**src/rtl/pc_seq_pkg.sv**
```systemverilog
// Shared types and constants for the program-counter sequencer.
package pc_seq_pkg;

  // Sequencer states: fetching, held on a cache busywait, or parked until reset.
  typedef enum logic [1:0] {
    RUN   = 2'd0,
    STALL = 2'd1,
    HALT  = 2'd2
  } pc_state_e;

  localparam logic [31:0] RESET_VECTOR_DEF = 32'h0000_0000;
  localparam int unsigned PC_INC_DEF       = 4;
  // Branch offsets are in words; shift by this to get bytes.
  localparam int unsigned WORD_SHIFT       = 2;

endpackage

```
**src/rtl/pc_target_calc.sv**
```systemverilog
// Combinational next-PC arithmetic: sequential address, branch target and taken decision.
module pc_target_calc
  import pc_seq_pkg::*;
#(
  parameter logic [31:0] PC_INC = 32'(PC_INC_DEF)
) (
  input  logic [31:0] pc,
  input  logic [7:0]  offset,
  input  logic        jump,
  input  logic        beq,
  input  logic        bne,
  input  logic        zero,
  output logic [31:0] pcadded,
  output logic [31:0] target,
  output logic        taken
);

  logic [31:0] offset_bytes;

  // Sign-extend the word offset, then scale to bytes; all sums wrap modulo 2^32.
  assign offset_bytes = {{24{offset[7]}}, offset} << WORD_SHIFT;
  assign pcadded      = pc + PC_INC;
  assign target       = pcadded + offset_bytes;
  // A jump wins regardless of any branch decoded alongside it; the target is the same.
  assign taken        = jump | (beq & zero) | (bne & ~zero);

endmodule

```
**src/rtl/pc_sequencer.sv**
```systemverilog
// Program counter owner: picks sequential, branch/jump or hold every clock, with halt
// state and a saturating retired-instruction counter.
module pc_sequencer
  import pc_seq_pkg::*;
#(
  parameter logic [31:0] RESET_VECTOR = RESET_VECTOR_DEF,
  parameter int unsigned PC_INC       = PC_INC_DEF,
  parameter int unsigned CNT_W        = 32
) (
  input  logic             CLK,
  input  logic             RESET,
  input  logic             INSTR_BUSY,
  input  logic             DATA_BUSY,
  input  logic             JUMP,
  input  logic             BEQ,
  input  logic             BNE,
  input  logic             ZERO,
  input  logic [7:0]       OFFSET,
  input  logic             HALT_REQ,
  output logic [31:0]      PC,
  output logic [31:0]      PCADDED,
  output logic             FETCH_EN,
  output logic             STALLED,
  output logic             HALTED,
  output logic [CNT_W-1:0] RETIRED
);

  pc_state_e        state;
  logic [31:0]      pc_q;
  logic [CNT_W-1:0] retired_q;
  logic             stalled_q;
  logic             halted_q;
  logic             busy;
  logic             taken;
  logic [31:0]      pcadded;
  logic [31:0]      target;

  assign busy = INSTR_BUSY | DATA_BUSY;

  pc_target_calc #(
    .PC_INC (32'(PC_INC))
  ) u_target_calc (
    .pc      (pc_q),
    .offset  (OFFSET),
    .jump    (JUMP),
    .beq     (BEQ),
    .bne     (BNE),
    .zero    (ZERO),
    .pcadded (pcadded),
    .target  (target),
    .taken   (taken)
  );

  // FSM, PC register, status flags and retired counter, all updated on one edge.
  always_ff @(posedge CLK or posedge RESET) begin
    if (RESET) begin
      state     <= RUN;
      pc_q      <= RESET_VECTOR;
      retired_q <= '0;
      stalled_q <= 1'b0;
      halted_q  <= 1'b0;
    end else begin
      case (state)
        // STALL exits with the full RUN update on the same edge, so both share one path.
        RUN, STALL: begin
          if (busy) begin
            state     <= STALL;
            stalled_q <= 1'b1;
          end else begin
            stalled_q <= 1'b0;
            if (~&retired_q) retired_q <= retired_q + 1'b1;
            if (HALT_REQ) begin
              state    <= HALT;
              halted_q <= 1'b1;
            end else begin
              state <= RUN;
              pc_q  <= taken ? target : pcadded;
            end
          end
        end
        HALT: begin
          // Frozen until reset; every input is ignored.
        end
        default: begin
          state     <= RUN;
          stalled_q <= 1'b0;
          halted_q  <= 1'b0;
        end
      endcase
    end
  end

  // Fetch is requested in RUN/STALL and dropped immediately while reset is held.
  assign FETCH_EN = ~RESET & ~halted_q;
  assign PC       = pc_q;
  assign PCADDED  = pcadded;
  assign STALLED  = stalled_q;
  assign HALTED   = halted_q;
  assign RETIRED  = retired_q;

endmodule

```
**config.mk**
```make
export PLATFORM = sky130hd
export DESIGN_NAME = pc_sequencer
export DESIGN_NICKNAME = d
export VERILOG_FILES = /design/src/rtl/pc_seq_pkg.sv /design/src/rtl/pc_target_calc.sv /design/src/rtl/pc_sequencer.sv
export SDC_FILE = /design/constraint.sdc
export NUM_CORES = 1
export LEC_CHECK = 0
export CELL_PAD_IN_SITES_DETAIL_PLACEMENT = 1
export CELL_PAD_IN_SITES_GLOBAL_PLACEMENT = 1
export CORE_MARGIN = 1
export CORE_UTILIZATION = 35
export DETAILED_ROUTE_END_ITERATION = 10
export MAX_ROUTING_LAYER = met4
export PLACE_DENSITY = 0.76
export SLEW_MARGIN = 20
export SYNTH_ARGS = -nofsm -noshare
export SYNTH_HDL_FRONTEND = slang
export SYNTH_HIERARCHICAL = 1
export SYNTH_SLANG_ARGS = --single-unit
```
**constraint.sdc**
```tcl
create_clock -name CLK -period 3.2 [get_ports CLK]
set_clock_uncertainty 0.15 [all_clocks]
set_input_delay 0.64 -clock CLK [delete_from_list [all_inputs] [get_ports CLK]]
set_output_delay 0.64 -clock CLK [all_outputs]
set_load 0.05 [all_outputs]
```
# Yosys cells after proc, flatten, opt, wreduce, memory -nomap -nowiden
# Index checks and enable logic that the tools add are counted.
totals:
  inputBits: 17
  elab_cells: 40
  output_inout_bits: 99
  ram_bits: 0
  latchBits: 0
  mem_count: 0
  rom_bits: 0
  regBits: 68
op_classes:
  muxes: 9
  div_mod_pow: 0
  n_reduce_logical: 6
  bitwise: 13
  n_lt_le_gt_ge: 0
  add_sub_neg: 3
  multipliers: 0
  eq_ne: 4
  n_shift: 0
op_table:
  columns: ["op", "n"]
  rows:
  - ["32-bit by 1-bit adder with 32-bit output, second input constant", 1]
  - ["32-bit by 3-bit adder with 32-bit output, second input constant", 1]
  - ["32-bit adder", 1]
  - ["32-bit 2-to-1 mux", 1]
  - ["32-bit AND reduction", 1]
  - ["3-bit AND reduction", 3]
  - ["1-bit inverter", 7]
  - ["2-bit 2-to-1 mux", 2]
  - ["2-bit != test, second input constant", 2]
  - ["1-bit one-hot mux with 2 select lines", 2]
  - ["2-bit one-hot mux with 2 select lines", 1]
  - ["1-bit bitwise AND", 3]
  - ["1-bit 2-to-1 mux", 3]
  - ["1-bit OR", 3]
  - ["2-bit by 1-bit equality test with 1-bit output, second input constant", 1]
  - ["2-bit equality test, second input constant", 1]
  - ["2-bit logical NOT", 1]
  - ["2-bit OR reduction", 1]

# Depth between registers and ports, before layout
# Gate-level depths: netlist (run 1).
logic_depth:
  ltp_word: 4
  mapped_depth: 18
  ltp_nobuf: 17

# Cells and area by module
# The synthesis (run 1) kept the hierarchy.
by_module_without_submodules:
  columns: ["module", "seq_area_each_um2", "n_inst", "cells_per_inst", "area_per_inst_um2"]
  rows:
  - ["pc_sequencer", 1676.6, 1, 295, 3119.2]
  - ["pc_target_calc", 0.0, 1, 306, 2132.0]

# Least setup slack after synthesis (run 1)
# No wires, ideal clock.
synth_timing:
  path_kind: "flip-flop to flip-flop"
  from: "register pc_q[4] (netlist: PC[4])"
  to: "register pc_q[30] (netlist: PC[30])"
  required_time_ns: 2.972
  n_path_buf: 2
  t_arrival_ns: 4.480
  setup_ns: 0.078
  period_less_slack_ns: 4.708
  stages_incl_launch_ff: 19
  slack_ns: -1.508
  cell_sequence: "dfrtp_1 and3_1 clkbuf_1 nand3_2 nor2_1 nand2_1 nor2_1 xor2_1 ha_1 clkbuf_1 a21oi_1 o21ai_0 a21oi_1 o21ba_2 o21ai_0 a221oi_1 xnor2_1 mux2i_1 a21oi_1"
synth_between:
  elab_chain_len: 3
synth_lines:
  columns: ["element", "line_no", "rtl"]
  rows:
  - ["from (decl)", "pc_sequencer.sv:29", "logic [31:0] pc_q;"]
  - ["from (signal assigned)", "pc_sequencer.sv:77", "pc_q <= taken ? target : pcadded;"]
  - ["32-bit by 3-bit adder with 32-bit output", "pc_target_calc.sv:22", "assign pcadded = pc + PC_INC;"]
  - ["named net PCADDED[21]", "pc_sequencer.sv:21", "output logic [31:0] PCADDED,"]
  - ["32-bit adder", "pc_target_calc.sv:23", "assign target = pcadded + offset_bytes;"]
  - ["named net target[30]", "pc_sequencer.sv:36", "logic [31:0] target;"]
  - ["32-bit 2-to-1 mux", "pc_sequencer.sv:77", null]
# The timed path passes the listed nets, and every way through them passes these cells.
# A chain may end at the register's enable or synchronous reset.

# Worst setup path in the final report (run 1)
layout_timing:
  from: "register pc_q[17] (netlist: PC[17])"
  to: "register pc_q[28] (netlist: PC[28])"
layout_between:
  elab_chain_len: 3
layout_lines:
  columns: ["element", "line_no"]
  rows:
  - ["32-bit by 3-bit adder with 32-bit output", "pc_target_calc.sv:22"]
  - ["32-bit adder", "pc_target_calc.sv:23"]
  - ["named net target[28]", "pc_sequencer.sv:36"]
  - ["32-bit 2-to-1 mux", "pc_sequencer.sv:77"]
# The timed path passes the listed nets, and every way through them passes these cells.

==> impl_results.md, run 1 <==
- Final RePlAce weighted congestion: 0.9349
- Post-CTS Hold Fix Bufs: 0
- Chip height: roughly 120 µm
- Count of cell types in the netlist: 59
- Syn Nets: ~650
- # diodes: 0
- Num Clock Sinks: between 60 and 70
- First-pass GRT wire length: slightly above 40000 µm
- Xor and xnor area share after synthesis: 14.65%
- Adder-cell share of the synthesized area: roughly 8.5%
- Most frequent cells in the layout: buf_4 (196), clkdlybuf4s50_1 (89), nor2_1 (48)
- Gr ovfl total: 0
- Pin count of the biggest net entering global routing: roughly 70
- Power Density: 1331 nW/µm²
- Cell area after synthesis: between 5000 and 6000 µm²
- I/O Buffers: 115
- Post-synth EDFFs: 0
- Critical Path AT: 3.90 ns
- Status: complete, but fails checks
- # IOs: 116
- Post-synth top flop: dfrtp_1
- Lkg Pwr: around 4.4 nW
- Ys Warns: 6
- Simple-gate share of the synthesized area: 22.13%
- Syn Area/Cell: roughly 8.7 µm²
- Fmax: roughly 260 MHz
- Final antenna-violating net count: 0
- Hold Path Stages: 1
- DIE AREA: between 15000 and 20000 µm²
- Kind of path behind the tightest hold check: register to register
- Synth Register Bits: 67
- Final Power: 13.72 mW
- Clk_lat worst skew: approximately 0.36 ns
- Max Slew Vio Count: 0
- NetSw: about 7.1 mW
- Worst Setup End Kind: register
- Starting Density: a little over a third
- Violated checks: negative setup slack
- Max-cap violations: 0
- Slew margin rel.: 60.86%
- Post-route clock period utilization: 119.2%
- Seq/Total Area, Yosys: about a third
- CTS tree: yes
- Root Buffer: clkbuf_16
- Comb pwr share: between 80% and 90%
- CP Max Fanout: 4
- Nets: 971
- 1st-iter DRT viols: about 440
- Vias per cell: 5.994
- Post-route setup TNS: -7.842 ns
- Mux cell area share after synthesis: 6.505%
- H-tree levels: 3
- TritonCTS Buffers: 9
- Clock transition at path regs: about 0.07 ns
- Share of layout cells above drive strength 1: 51.08%
- Sw frac: 51.59%
- Initial antenna violation count: 0
- Max rail drop VDD: 0.6150 mV
- Global Route Usage Sum: 34.94%
- Wire length per cell: 28.48 µm
- Least-Margin Pin Slew: 0.5846 ns
- DR vias: 6641
- Leading cell type in the layout, fill and taps excluded: buf_4
- Die X: 124.5 µm
- Layout area overhead: 96.26%
- Drt pass-1 iters: 5
- Cell-internal power: 6.640 mW
- Hold Violations, Final: 0
- # DRC: 0
- Largest family of logic cells by synthesized area: simple AND/OR/NAND/NOR gates
- Vias in the first global route: 6991
- Min setup slack post-route: -0.6134 ns
- CTS max path bufs: 2
- Compound-gate portion of the synthesized area: 13.37%
- Cells after synthesis: 601
- Minimum clock period: 3.813 ns
- Clock power frac: 7.7%
- Worst reg-to-reg path cell count: 17
- Reg power frac: 10.3%
- HPWL Detailed: 16370 µm
- Site Rows: 44
- Final setup fails: 26
- Setup repair after global routing missed its margin: yes
- Total core area: 14590 µm²
- Asr flop ratio synth: 100.0%
- Post-Route WL: 31550 µm
- Critical Path RT: 3.28 ns
- Worst setup SP type: register
- Critical path class: register to register
-- flip-flops by register name, indices dropped and copies added, names as in the netlist --
register	count
state	1
HALTED	1
PC	32
STALLED	1
RETIRED	32
-- Yosys cell counts (2+ instances only) --
cell type | number | share of area (%)
nand4_2 | 3 | 0.71
nor4_1 | 2 | 0.24
nor2_1 | 62 | 4.4
nand2b_1 | 3 | 0.36
inv_1 | 10 | 0.71
o21bai_1 | 5 | 0.71
nor2b_1 | 6 | 0.71
a211oi_1 | 2 | 0.29
a221oi_1 | 2 | 0.33
or2_2 | 2 | 0.24
a21o_1 | 8 | 1.1
nor3_2 | 3 | 0.57
xnor2_1 | 66 | 11
and3_2 | 6 | 0.86
ha_1 | 34 | 8.1
nand3_2 | 2 | 0.38
nand2_1 | 51 | 3.6
dfrtp_1 | 67 | 32
mux2i_1 | 33 | 6.3
a21oi_1 | 73 | 7.0
buf_4 | 4 | 0.57
nor3_1 | 11 | 1.0
and3_1 | 7 | 0.83
or4_4 | 2 | 0.43
or4_1 | 2 | 0.29
clkbuf_1 | 20 | 1.4
nand4_1 | 18 | 2.1
xor2_1 | 20 | 3.3
nand3_1 | 30 | 2.9
o21ai_0 | 16 | 1.5
a31oi_1 | 3 | 0.36
-- layer usage --
metal | GRT usage (%) | routed length, µm | vias to the layer above
li1 | - | - | 2773
met1 | 38.78 | 12530 | 3412
met2 | 61.00 | 15740 | 335
met5 | - | 0 | -
met3 | 5.069 | 1604 | 121
met4 | 17.43 | 1674 | 0
-- logic make-up after synthesis --
| group | Yosys count |
|---|---|
| XOR/XNOR | 87 |
| multiplexers | 34 |
| buffers and inverters | 35 |
| flip-flops | 67 |
| AO/OA/AOI/OAI | 121 |
| adder cells (fa/ha/maj) | 35 |
| AND/OR/NAND/NOR | 222 |
-- repair_timing --
action	CTS	global route
setup buffers	18	32
setup endpoints to repair	24	29
resized for setup	108	99
pin swaps	52	51
-- worst max-delay path: stages (launching register included) --
cell and delay (ns):
dfrtp_2 0.40, nand4_4 0.11, or4_4 0.63, nor3_4 0.30
buf_6 0.14, nand2_4 0.05, xnor2_4 0.20, ha_4 0.25
a21oi_4 0.15, buf_4 0.13, buf_4 0.11, buf_4 0.12
nor2_2 0.04, nor3_2 0.29, o21ai_2 0.12, xor2_1 0.16
mux2i_1 0.21, a21oi_1 0.10
-- cell type report --
cell class                 count  area [µm²]
sequential                    67        1704
timing repair buffer         332        3073
clock inverter                 6       65.06
clock buffer                  10       229.0
multi-input combinational    499        4965
fill                        1473        4283
tap                          184       230.2
inverter                      10       40.04
-- power groups by stage --
stage,Sequential (mW),Clock (mW),Combinational (mW)
6_report,1.41,1.06,11.2
5_1_grt,1.43,1.09,11.5
3_5_place_dp,1.36,0,8.47
3_3_place_gp,1.34,0,8.18
4_1_cts,1.37,1.04,9.36
2_1_floorplan,2.33,0,3.79
-- per-stage QoR --
step	worst slack, ns	std cells	utilization (%)	area [µm²]	hold slack, ns
2_1_floorplan	-0.5767	601	-	5859	0.4675
3_3_place_gp	-0.4819	1044	58.55	8542	0.3201
3_5_place_dp	-0.5359	1044	58.55	8542	0.3276
4_1_cts	-0.2643	1078	65.67	9580	0.3395
5_1_grt	-0.6966	1108	70.64	10310	0.3851
6_report	-0.6134	1108	70.64	10310	0.3583
-- final timing paths --
check | to | slack [ns] | startpoint
max in group asynchronous | PC[5]$_DFFE_PP0P_ | 1.94 | RESET
min in group asynchronous | PC[28]$_DFFE_PP0P_ | 0.61 | RESET
worst max register to register | PC[28]$_DFFE_PP0P_ | -0.61 | PC[17]$_DFFE_PP0P_
worst min register to register | RETIRED[9]$_DFFE_PP0P_ | 0.36 | RETIRED[9]$_DFFE_PP0P_
worst min-delay path | RETIRED[9]$_DFFE_PP0P_ | 0.36 | RETIRED[9]$_DFFE_PP0P_
worst max-delay path | PC[28]$_DFFE_PP0P_ | -0.61 | PC[17]$_DFFE_PP0P_
(Power assumes the default switching activity.)
==> inputs of run 2 (changes only) <==
--- a/config.mk
+++ b/config.mk
@@ -10,6 +10,7 @@
 export CORE_MARGIN = 1
 export CORE_UTILIZATION = 35
 export DETAILED_ROUTE_END_ITERATION = 10
+export GPL_TIMING_DRIVEN = 0
 export MAX_ROUTING_LAYER = met4
 export PLACE_DENSITY = 0.76
 export SLEW_MARGIN = 20
==> run 2 against run 1 <==
Net effect: the flow still finishes with violations (negative setup slack); critical endpoint is now PC[29]$_DFFE_PP0P_; die area unchanged; largest cell class unchanged; sequential power grew 5%; clock power hardly changed; clock-buffer cell count is 1 lower; core utilization down 8.7 points; final area fell by 12%; non-clock buffer count shrank 111.
==> impl_results.md, run 2 (same netlist as run 1, synthesis figures left out) <==
- Non-filler cells, final: 997 (-10%)
- Site Rows: 44 (unchanged)
- Crit path from: PC[7]$_DFFE_PP0P_
- HPWL Detailed: 13410 µm (-18%)
- Cell-internal power: 5.411 mW (-19%)
- I/O Buffers: 115 (unchanged)
- CTS tree: yes
- Post-Route WL: 24980 µm (-21%)
- Initial antenna violation count: 0 (unchanged)
- Final antenna-violating net count: 0 (unchanged)
- Status: complete, but fails checks
- Clock transition at path regs: 0.06 ns (about the same)
- DP Area: 7266 µm² (-15%)
- Critical path class: register to register
- Violated checks: negative setup slack
- Post-route clock period utilization: 125.2% (+6.0 points)
- Reg-to-reg startpoint: PC[7]$_DFFE_PP0P_
- Fin area: 9042 µm² (-12%)
- Nets: 860 (-11%)
- Placed insts: 901 (-14%)
- Chip height: 124.5 µm (unchanged)
- Minimum clock period: 4.006 ns (+0.1925 ns)
- Share of layout cells above drive strength 1: 40.22% (-11 points)
- 1st-iter DRT viols: 426 (-3.4%)
- Critical Path RT: 3.31 ns (+0.03 ns)
- Min setup slack post-route: -0.8060 ns (-0.1925 ns)
- CP Max Fanout: 5 (+1)
- Leading cell type in the layout, fill and taps excluded: clkdlybuf4s50_1
- Comb pwr share: 77.9% (-4.1 points)
- Power Density: 1281 nW/µm² (-3.7%)
- Least-Margin Pin Slew: 0.9190 ns (+0.3344 ns)
- Reg power frac: 12.7% (+2.4 points)
- Final RePlAce weighted congestion: 0.9499 (+1.6%)
- Global Route Usage Sum: 26.61% (-8.3 points)
- Lkg Pwr: 3.721 nW (-15%)
- Most frequent cells in the layout: clkdlybuf4s50_1 (92), buf_4 (84), nor2_1 (53)
- NetSw: 6.173 mW (-13%)
- Gr ovfl total: 0 (unchanged)
- TritonCTS Buffers: 9 (unchanged)
- Worst Setup End Kind: register
- Setup repair after global routing missed its margin: yes
- Worst setup SP type: register
- Max rail drop VDD: 0.5792 mV (-5.8%)
- Post-place setup slack: -0.8092 ns (-0.2733 ns)
- Vias in the first global route: 5907 (-16%)
- Total core area: 14590 µm² (unchanged)
- Pin count of the biggest net entering global routing: 55 (-19%)
- # IOs: 116 (unchanged)
- Fmax: 249.6 MHz (-4.8%)
- Wire length per cell: 25.05 µm (-12%)
- Max-cap violations: 0 (unchanged)
- DIE AREA: 15500 µm² (unchanged)
- Num Clock Sinks: 67 (unchanged)
- Sw frac: 53.29% (+1.7 points)
- Util after Layout: 61.98% (-8.7 points)
- CTS max path bufs: 2 (unchanged)
- Clk_lat worst skew: 0.35 ns (about the same)
- # diodes: 0 (unchanged)
- Final setup fails: 29 (+12%)
- Kind of path behind the tightest hold check: register to register
- DR vias: 5865 (-12%)
- Max Slew Vio Count: 0 (unchanged)
- Layout area overhead: 72.19%
- Starting Density: 35.99% (unchanged)
- First-pass GRT wire length: 31760 µm (-22%)
- Drt pass-1 iters: 5 (unchanged)
- Root Buffer: clkbuf_16
- Post-CTS Hold Fix Bufs: 0 (unchanged)
- Critical Path AT: 4.11 ns (+0.21 ns)
- Worst hold start: RETIRED[9]$_DFFE_PP0P_
- Layout fillers: 1542 (+4.7%)
- H-tree levels: 3 (unchanged)
- # DRC: 0 (unchanged)
- Slew margin rel.: 38.73% (-22 points)
- Die X: 124.5 µm (unchanged)
- Clock power frac: 9.3% (+1.6 points)
- Vias per cell: 5.883 (-1.9%)
- Hold Violations, Final: 0 (unchanged)
-- run 2: per-stage QoR --
step | hold WS (ns) | TNS (ns) | power (mW)
3_3_place_gp | 0.3232 | -66.12 | 7.828
6_report | 0.3471 | -8.004 | 11.58
2_1_floorplan | 0.4675 | -7.800 | 6.118
4_1_cts | 0.3538 | -2.466 | 10.02
5_1_grt | 0.3602 | -9.467 | 11.94
3_5_place_dp | 0.3365 | -11.64 | 7.937
-- run 2: worst paths after layout --
kind	cells after the start	slack [ns]	endpoint
hold reg to reg	1	0.35	RETIRED[9]$_DFFE_PP0P_
max in group asynchronous	3	1.88	PC[6]$_DFFE_PP0P_
hold / removal	1	0.35	RETIRED[9]$_DFFE_PP0P_
setup reg to reg	15	-0.81	PC[29]$_DFFE_PP0P_
min in group asynchronous	2	0.46	PC[31]$_DFFE_PP0P_
setup / recovery	15	-0.81	PC[29]$_DFFE_PP0P_
-- run 2: cell type report --
cell class	instances	area, µm²	area share (%)
clock inverter	7	92.59	1.024
tap	184	230.2	2.546
inverter	10	40.04	0.4428
sequential	67	1704	18.85
clock buffer	9	225.2	2.491
timing repair buffer	204	1844	20.40
multi-input combinational	499	4820	53.30
buffer	17	86.33	0.9548
-- run 2: what timing repair did --
action / CTS / global route
buffers inserted: 52 / 40
resized for setup: 161 / 99
endpoints found under the setup margin: 44 / 34
gates cloned: 0 / 0
pin swaps: 45 / 81
endpoints found under the hold margin: 0 / 0
-- run 2: critical path, stage by stage (launching register included) --
cell      delay, ns
dfrtp_2        0.39
and3_4         0.26
and3_4         0.25
and3_4         0.24
nand3_1        0.19
xnor2_2        0.39
ha_4           0.30
a21oi_2        0.26
o21ai_0        0.22
a21oi_1        0.20
o21a_1         0.23
o21ai_4        0.11
a221oi_2       0.26
xnor2_1        0.17
mux2i_1        0.10
a21oi_1        0.20
-- run 2: power groups by stage --
stage | Clock, mW | Combinational, mW | Sequential [mW]
CTS | 1.08 | 7.53 | 1.41
floorplan | 0 | 3.79 | 2.33
finish | 1.08 | 9.03 | 1.48
global placement | 0 | 6.20 | 1.63
global route | 1.13 | 9.31 | 1.50
detailed placement | 0 | 6.30 | 1.64
-- run 2: layer usage --
layer	up-vias	track usage (%)	share of wire, %	routed length (µm)
met4	0	8.859	3.5	864
met5	-	-	0	0
met1	3020	32.13	41	10250
met2	238	45.21	51	12770
met3	62	4.081	4.4	1090
li1	2545	-	-	-
